<file path="src/rtl/random_pkg.sv">
// random_pkg: dispatcher state type and the bound-to-rejection-mask helper.
package random_pkg;
  typedef enum logic [1:0] {IDLE, DRAW, DELIVER} state_t;
  // Smears bound-1 rightward, giving the smallest 2^k-1 covering bound-1.
  function automatic logic [31:0] mask_for_bound(input logic [31:0] bound);
    logic [31:0] m;
    m = bound - 32'd1;
    for (int i = 0; i < 5; i++) m = m | (m >> (1 << i));
    return m;
  endfunction
endpackage

</file>
<file path="src/rtl/random_lfsr_core.sv">
// random_lfsr_core: free-running Galois LFSR with a load port; zero loads fall back to SEED.
module random_lfsr_core #(
  parameter int N = 16,
  parameter logic [N-1:0] SEED = 16'h8001
) (
  input  logic         CLK,
  input  logic         RST,
  input  logic         LOAD,
  input  logic [N-1:0] LOAD_VALUE,
  output logic [N-1:0] LFSR
);
  localparam logic [N-1:0] TAPS = (N'(1) << 1) | (N'(1) << (N - 2));
  always_ff @(posedge CLK)
    if (RST) LFSR <= SEED;
    else if (LOAD) LFSR <= (LOAD_VALUE == '0) ? SEED : LOAD_VALUE;
    else LFSR <= {LFSR[N-2:0], LFSR[N-1]} ^ (TAPS & {N{LFSR[N-1]}});
endmodule

</file>
<file path="src/rtl/random_dispatcher.sv">
// random_dispatcher: round-robin shared LFSR service returning bounded values by masked rejection sampling.
module random_dispatcher
  import random_pkg::*;
#(
  parameter int N = 16,
  parameter int REQ = 4,
  parameter logic [N-1:0] SEED = 16'h8001,
  parameter int MAX_TRIES = 8
) (
  input  logic             CLK,
  input  logic             RST,
  input  logic [REQ-1:0]   REQ_VALID,
  input  logic [REQ*N-1:0] REQ_BOUND,
  input  logic             RESEED_VALID,
  input  logic [N-1:0]     RESEED_VALUE,
  output logic [REQ-1:0]   GRANT,
  output logic [N-1:0]     RANDOM_OUT,
  output logic             RANDOM_VALID,
  output logic             BUSY
);
  localparam int IW = $clog2(REQ);
  localparam int TW = $clog2(MAX_TRIES + 1);
  state_t state;
  logic [IW-1:0] rr_ptr, idx, pick, j;
  logic found, accept, give_up;
  logic [N-1:0] lfsr, bound, mask, cand, result, pick_bound;
  logic [TW-1:0] tries;
  random_lfsr_core #(.N(N), .SEED(SEED)) u_lfsr (
    .CLK(CLK), .RST(RST), .LOAD(RESEED_VALID), .LOAD_VALUE(RESEED_VALUE), .LFSR(lfsr)
  );
  // Walk offsets high to low so the nearest set bit at or after rr_ptr wins.
  always_comb begin
    found = 1'b0;
    pick = rr_ptr;
    j = '0;
    for (int i = REQ - 1; i >= 0; i--) begin
      j = IW'((int'(rr_ptr) + i) % REQ);
      if (REQ_VALID[j]) begin
        found = 1'b1;
        pick = j;
      end
    end
  end
  assign pick_bound = REQ_BOUND[int'(pick)*N +: N];
  assign cand = lfsr & mask;
  assign accept = (bound == '0) || (cand < bound);
  assign give_up = tries == TW'(MAX_TRIES - 1);
  assign result = accept ? cand : cand - bound;
  always_ff @(posedge CLK)
    if (RST) begin
      state <= IDLE;
      rr_ptr <= '0;
      idx <= '0;
      tries <= '0;
      bound <= '0;
      mask <= '0;
      GRANT <= '0;
      RANDOM_VALID <= 1'b0;
      RANDOM_OUT <= '0;
      BUSY <= 1'b0;
    end else begin
      GRANT <= '0;
      RANDOM_VALID <= 1'b0;
      case (state)
        IDLE: if (found) begin
          idx <= pick;
          bound <= pick_bound;
          mask <= N'(mask_for_bound(32'(pick_bound)));
          tries <= '0;
          BUSY <= 1'b1;
          state <= DRAW;
        end
        DRAW: if (accept || give_up) begin
          GRANT <= REQ'(1) << idx;
          RANDOM_VALID <= 1'b1;
          RANDOM_OUT <= result;
          state <= DELIVER;
        end else tries <= tries + 1'b1;
        DELIVER: begin
          rr_ptr <= (idx == IW'(REQ - 1)) ? '0 : idx + 1'b1;
          BUSY <= 1'b0;
          state <= IDLE;
        end
        default: state <= IDLE;
      endcase
    end
endmodule

</file>
<file path="config.mk">
export PLATFORM = sky130hd
export DESIGN_NAME = random_dispatcher
export DESIGN_NICKNAME = d
export VERILOG_FILES = /design/src/rtl/random_pkg.sv /design/src/rtl/random_lfsr_core.sv /design/src/rtl/random_dispatcher.sv
export SDC_FILE = /design/constraint.sdc
export NUM_CORES = 1
export LEC_CHECK = 0
export CAP_MARGIN = 40
export CORE_MARGIN = 2
export CORE_UTILIZATION = 51
export DETAILED_ROUTE_END_ITERATION = 7
export PLACE_DENSITY = 0.81
export SLEW_MARGIN = 20
export SYNTH_ARGS = -nofsm -noshare
export SYNTH_HDL_FRONTEND = slang
export SYNTH_SLANG_ARGS = --single-unit
</file>
<file path="constraint.sdc">
create_clock -name CLK -period 4.62 [get_ports CLK]
set_input_delay 0.693 -clock CLK [delete_from_list [all_inputs] [get_ports CLK]]
set_output_delay 0.693 -clock CLK [all_outputs]
set_load 0.02 [all_outputs]
</file>
# Yosys cells after proc, flatten, opt, wreduce, memory -nomap -nowiden
# Index checks and enable logic that the tools add are counted.
[op_classes]
bitwise_logic = 9
reduce_logical = 14
muxes = 29
n_eq_ne = 7
div_mod_pow = 0
shift = 2
mul = 0
n_addsub = 7
order_cmp = 5
[ops]
columns = ["operator", "count"]
rows = [
  ["64-bit by 7-bit variable part select with 16-bit output", 1],
  ["16-bit two-way mux", 3],
  ["16-bit logical NOT", 2],
  ["32-bit by 24-bit bitwise OR with 32-bit output", 1],
  ["32-bit by 28-bit bitwise OR with 32-bit output", 1],
  ["32-bit by 30-bit bitwise OR with 32-bit output", 1],
  ["32-bit by 31-bit bitwise OR with 32-bit output", 1],
  ["16-bit by 1-bit subtractor with 17-bit output (second input constant)", 1],
  ["16-bit AND", 1],
  ["16-bit < comparator", 1],
  ["16-bit bitwise OR", 1],
  ["16-bit subtractor", 1],
  ["16-bit by 15-bit bitwise XOR with 16-bit output", 1],
  ["2-bit two-way mux", 7],
  ["2-bit by 3-bit < comparator with 1-bit output (second input constant)", 4],
  ["1-bit two-way mux", 10],
  ["1-bit binary-select mux with 2-bit select", 4],
  ["4-bit two-way mux", 2],
  ["4-bit case mux with 2 select lines", 1],
  ["2-bit AND reduction", 4],
  ["2-bit inequality test (second input constant)", 3],
  ["2-bit by 1-bit adder with 2-bit output (second input constant)", 2],
  ["2-bit adder (second input constant)", 2],
  ["4-bit by 1-bit adder with 4-bit output (second input constant)", 1],
  ["other kinds (13)", 17],
]
[totals]
out_inout_bits = 22
latch_bits = 0
n_memories = 0
mem_bits_ro = 0
inputBits = 87
register_bits = 80
ramBits = 0

# Longest topological paths before layout
[logic_depth]
ltp_word = 14
ltp_mapped = 15
mapped_depth_nobuf = 13

# Hierarchy
# A second synthesis with hierarchy kept.
[hier_totals]
cells_unflattened = 571
area_unflattened_um2 = 4853.4
[by_module_without_submodules]
columns = ["module", "area_per_inst_um2", "n_inst", "seq_area_each_um2", "cells_each"]
rows = [
  ["random_dispatcher", 4231.6, 1, 1281.2, 513],
  ["random_lfsr_core", 621.8, 1, 320.3, 58],
]

# Worst setup path before layout
# OpenSTA, ideal clock, no wires.
[synth_timing]
path_type = "input to register"
start = "input REQ_VALID[0]"
end = "register mask[0]"
setup_time_ps = 142
setup_slack_ps = 763
arrival_time_ps = 3715
required_time_ps = 4478
path_stages = 12
path_buffers = 1
path_cell_list = "nor2b_1 > o41ai_4 > buf_2 > mux4_2 > inv_1 > ha_1 > inv_1 > or4b_4 > xor2_2 > o211ai_4 > nor3_4 > a211oi_2"
[synth_via]
elab_chain_cells = 13
word_cells_on_any_way = 24
cone_classes = "add/sub (1); shift (1); mux (16); bitwise (5); reduce/logical (1)"
[synth_lines]
columns = ["item", "line_no", "source"]
rows = [
  ["start, declared", "random_dispatcher.sv:12", "input logic [REQ-1:0] REQ_VALID,"],
  ["1-bit binary-select mux with 2-bit select", "random_dispatcher.sv:38", "if (REQ_VALID[j]) begin"],
  ["1-bit two-way mux (implied by the code)", "random_dispatcher.sv:38", ""],
  ["2-bit two-way mux (4 in a row)", "random_dispatcher.sv:38", ""],
  ["64-bit by 7-bit variable part select with 16-bit output", "random_dispatcher.sv:44", "assign pick_bound = REQ_BOUND[int'(pick)*N +: N];"],
  ["16-bit by 1-bit subtractor with 17-bit output", "random_pkg.sv:7", "m = bound - 32'd1;"],
  ["32-bit by 31-bit bitwise OR with 32-bit output", "random_pkg.sv:8", "for (int i = 0; i < 5; i++) m = m | (m >> (1 << i));"],
  ["32-bit by 30-bit bitwise OR with 32-bit output", "random_pkg.sv:8", ""],
  ["32-bit by 28-bit bitwise OR with 32-bit output", "random_pkg.sv:8", ""],
  ["32-bit by 24-bit bitwise OR with 32-bit output", "random_pkg.sv:8", ""],
  ["16-bit bitwise OR", "random_pkg.sv:8", ""],
  ["end signal, assigned", "random_dispatcher.sv:68", "mask <= N'(mask_for_bound(32'(pick_bound)));"],
  ["end, declared", "random_dispatcher.sv:26", "logic [N-1:0] lfsr, bound, mask, cand, result, pick_bound;"],
]
# Several ways; a longest one is shown, not always the timed one. The select of a mux whose other input is x is not followed.
# A chain may end at the register's enable or synchronous reset.

# Final worst setup path
# Same ends and word-level chain as after synthesis.

==> impl_metrics.csv <==
group,metric,value,unit
pwr,finalPower,2.55,mW
routing,wirelength,12800,um
cts,cts_setup_buffers,0,
sta,finalSetupViolations,0,
floorplanning,die-area,10400,sq um
floorplanning,dieWidth,102,um
run,timing.max_cap.violations,0,
floorplanning,placementRows,35,
worst_setup_path,end_kind,"register",
layout,fin_util,68.5,%
logic_synthesis,synth_top_area_cell,"dfxtp_1",
pwr,peakVddDrop,0.198,mV
routing,route.antenna.remaining_nets,0,
cts,cts.clk_slew.worst_paths,0.08,ns
logic_synthesis,ys_seq_elements,80,
layout,area_delta_synth_final,29.5,%
logic_synthesis,yosysSeqAreaShare,32.6,%
cts,ctsLongestPathBuffers,2,
sta,worst_slew_pin_slew,0.808,ns
cts,numCtsBuffers,9,
floorplanning,coreArea,9280,sq um
sta,slew_headroom,46.1,%
layout,nNetsFinal,796,
global_routing,grt_usage,25.5,%
routing,drtPass1Iterations,5,
logic_synthesis,synth-async-reset-ratio,0,%
pwr,power_per_cell_area,400,nW/um^2
layout,final_common_cell,"clkdlybuf4s50_1",
logic_synthesis,synth_area_per_cell,8.40,sq um
routing,vias_per_cell,5.70,
floorplanning,die_h,102,um
routing,drtIter0Drc,286,
cts,cts-resized-gates,0,
cts,clkSinkCount,80,
floorplanning,initial_utilization,52.9,%
logic_synthesis,syn_inst,585,
sta,hold_ws,0.468,ns
pwr,p_leak,2.43,nW
logic_synthesis,ys_top_cells_by_area,"dfxtp_1, mux4_2, nor2_1",
sta,clock_skew,0.0116,ns
global_routing,overflow,0,
sta,fin_crit_sh,88.5,%
worst_hold_path,hold_path.class,"register to register",
layout,antennaDiodeCount,0,
cts,htree_levels,3,
layout,fillers,773,
logic_synthesis,synthFlopType,"dfxtp_1",
logic_synthesis,synth_top_area_share,32.6,%
routing,num_vias,4687,
sta,period_minus_slack,4.09,ns
sta,hold_viol,0,
sta,rsz0062_at_grt,"no",
logic_synthesis,syn-cell-area,4910,sq um
place,gp_congestion,0.992,
worst_setup_path,arrival,4.30,ns
global_routing,grt_pass1_wl,21000,um
global_routing,first_global_vias,4489,
worst_setup_path,required,4.83,ns
worst_setup_path,start_kind,"input port",
sta,maxSlewViolCount,0,
cts,root_buffer,"clkbuf_8",
worst_setup_path,cp_max_fo,8,
cts,cts_tree,"yes",
logic_synthesis,syn_nets,693,
routing,wl_per_cell,15.6,um
logic_synthesis,yosysWarnings,0,
logic_synthesis,yosys.cell_types.count,66,
status,status,"complete, no violations",
cts,postCtsHoldBufs,0,
layout,layout_common_cells,"clkdlybuf4s50_1, nor2_1, dfxtp_1, nand2_1, a21oi_1",
floorplanning,ios,109,
layout,drive_gt1_share,11.3,%
routing,drc_errors,0,
layout,multi_input_area,3110,sq um
logic_synthesis,synth_edf_count,0,
place,io_buffers,108,
cts,clk_latency,0.36,ns
layout,regArea,1600,sq um
place,dpl.hpwl,10000,um
sta,fmax,0.244,GHz
global_routing,antenna_found_initial,0,
global_routing,grt_max_degree,78,
sta,fin_tns_setup,0,ns
worst_setup_path,path_class,"input port to register",
==> critical path: stages <==
cell and delay (ns):
clkdlybuf4s50_1 0.47, nor2b_1 0.19, o41ai_4 0.53, buf_4 0.25, mux4_2 0.38, inv_1 0.13, ha_1 0.23, inv_1 0.13
or4b_4 0.56, xor2_2 0.21, o211ai_4 0.15, nor3_4 0.26, a211oi_2 0.10
==> kinds of logic after synthesis <==
family	Yosys count	synth area share, %
xor+xnor	18	3.36
mux	33	10.8
compound gates	124	18.1
fa+ha+maj	21	5.50
buf+inv	55	4.46
simple gates	254	25.2
flops	80	32.6
==> cell type report <==
cell class              count  area share, %
clock buffers              10           2.16
clock inverters             6           1.16
inverters                  28           1.65
multi-input cells         450           48.8
flip-flops and latches     80           25.2
well taps                 129           2.54
repair buffers            119           18.5
==> where the power goes <==
group          internal, mW  switching (mW)  total, mW
Combinational         0.498           0.624       1.12
Clock                 0.271           0.278      0.549
Sequential            0.802          0.0745      0.877
Total                  1.57           0.977       2.55
==> routing by layer <==
metal / global-route usage, % / vias up / wire length [um]
met1: 32.7 / 2179 / 5480
met5: 0 / - / 0
met2: 43.3 / 191 / 6230
li1: - / 2295 / -
met3: 3.56 / 22 / 800
met4: 10.8 / 0 / 289
==> cell usage after synthesis, types with 3 or more instances <==
master and instances:
a211oi_1 11, a211oi_2 7, a21boi_0 3, a21o_1 4, a21oi_1 39, a311oi_1 10
a31oi_1 4, and2_1 12, and3_1 4, clkbuf_1 22, dfxtp_1 80, ha_1 20
inv_1 27, mux2i_1 15, mux4_2 16, nand2_1 73, nand2b_1 6, nand3_1 11
nand3b_1 3, nand4_1 6, nor2_1 81, nor2_2 3, nor2b_1 10, nor3_1 13
nor3_2 3, nor4_1 9, o211ai_1 3, o21a_1 6, o21ai_0 13, o21ai_1 3
o22ai_1 3, o31a_1 3, or2_2 4, or3_1 6, xnor2_1 9, xor2_1 8
==> state kept, by name, summed over array words and instances, names as in the netlist <==
register	count
rr_ptr	2
u_lfsr.LFSR	16
idx	2
mask	16
tries	4
bound	16
BUSY	1
state	2
GRANT	4
RANDOM_OUT	16
RANDOM_VALID	1
==> final timing paths <==
path | startpoint | end | slack, ns | cells after the start
min reg2reg | mask[14] | mask[14] | 0.47 | 2
max reg2reg | rr_ptr[0] | mask[0] | 0.99 | 12
max | REQ_VALID[0] | mask[0] | 0.53 | 13
min | mask[14] | mask[14] | 0.47 | 2
==> per-stage QoR <==
step	setup slack (ns)	cells	cell area (sq um)
floorplan	0.763	585	4910
detailed placement	0.148	805	6140
global route	0.319	822	6360
finish	0.530	822	6360
CTS	0.538	821	6350
global placement	0.283	805	6140
Note: power is estimated with default switching activity, not from simulation.
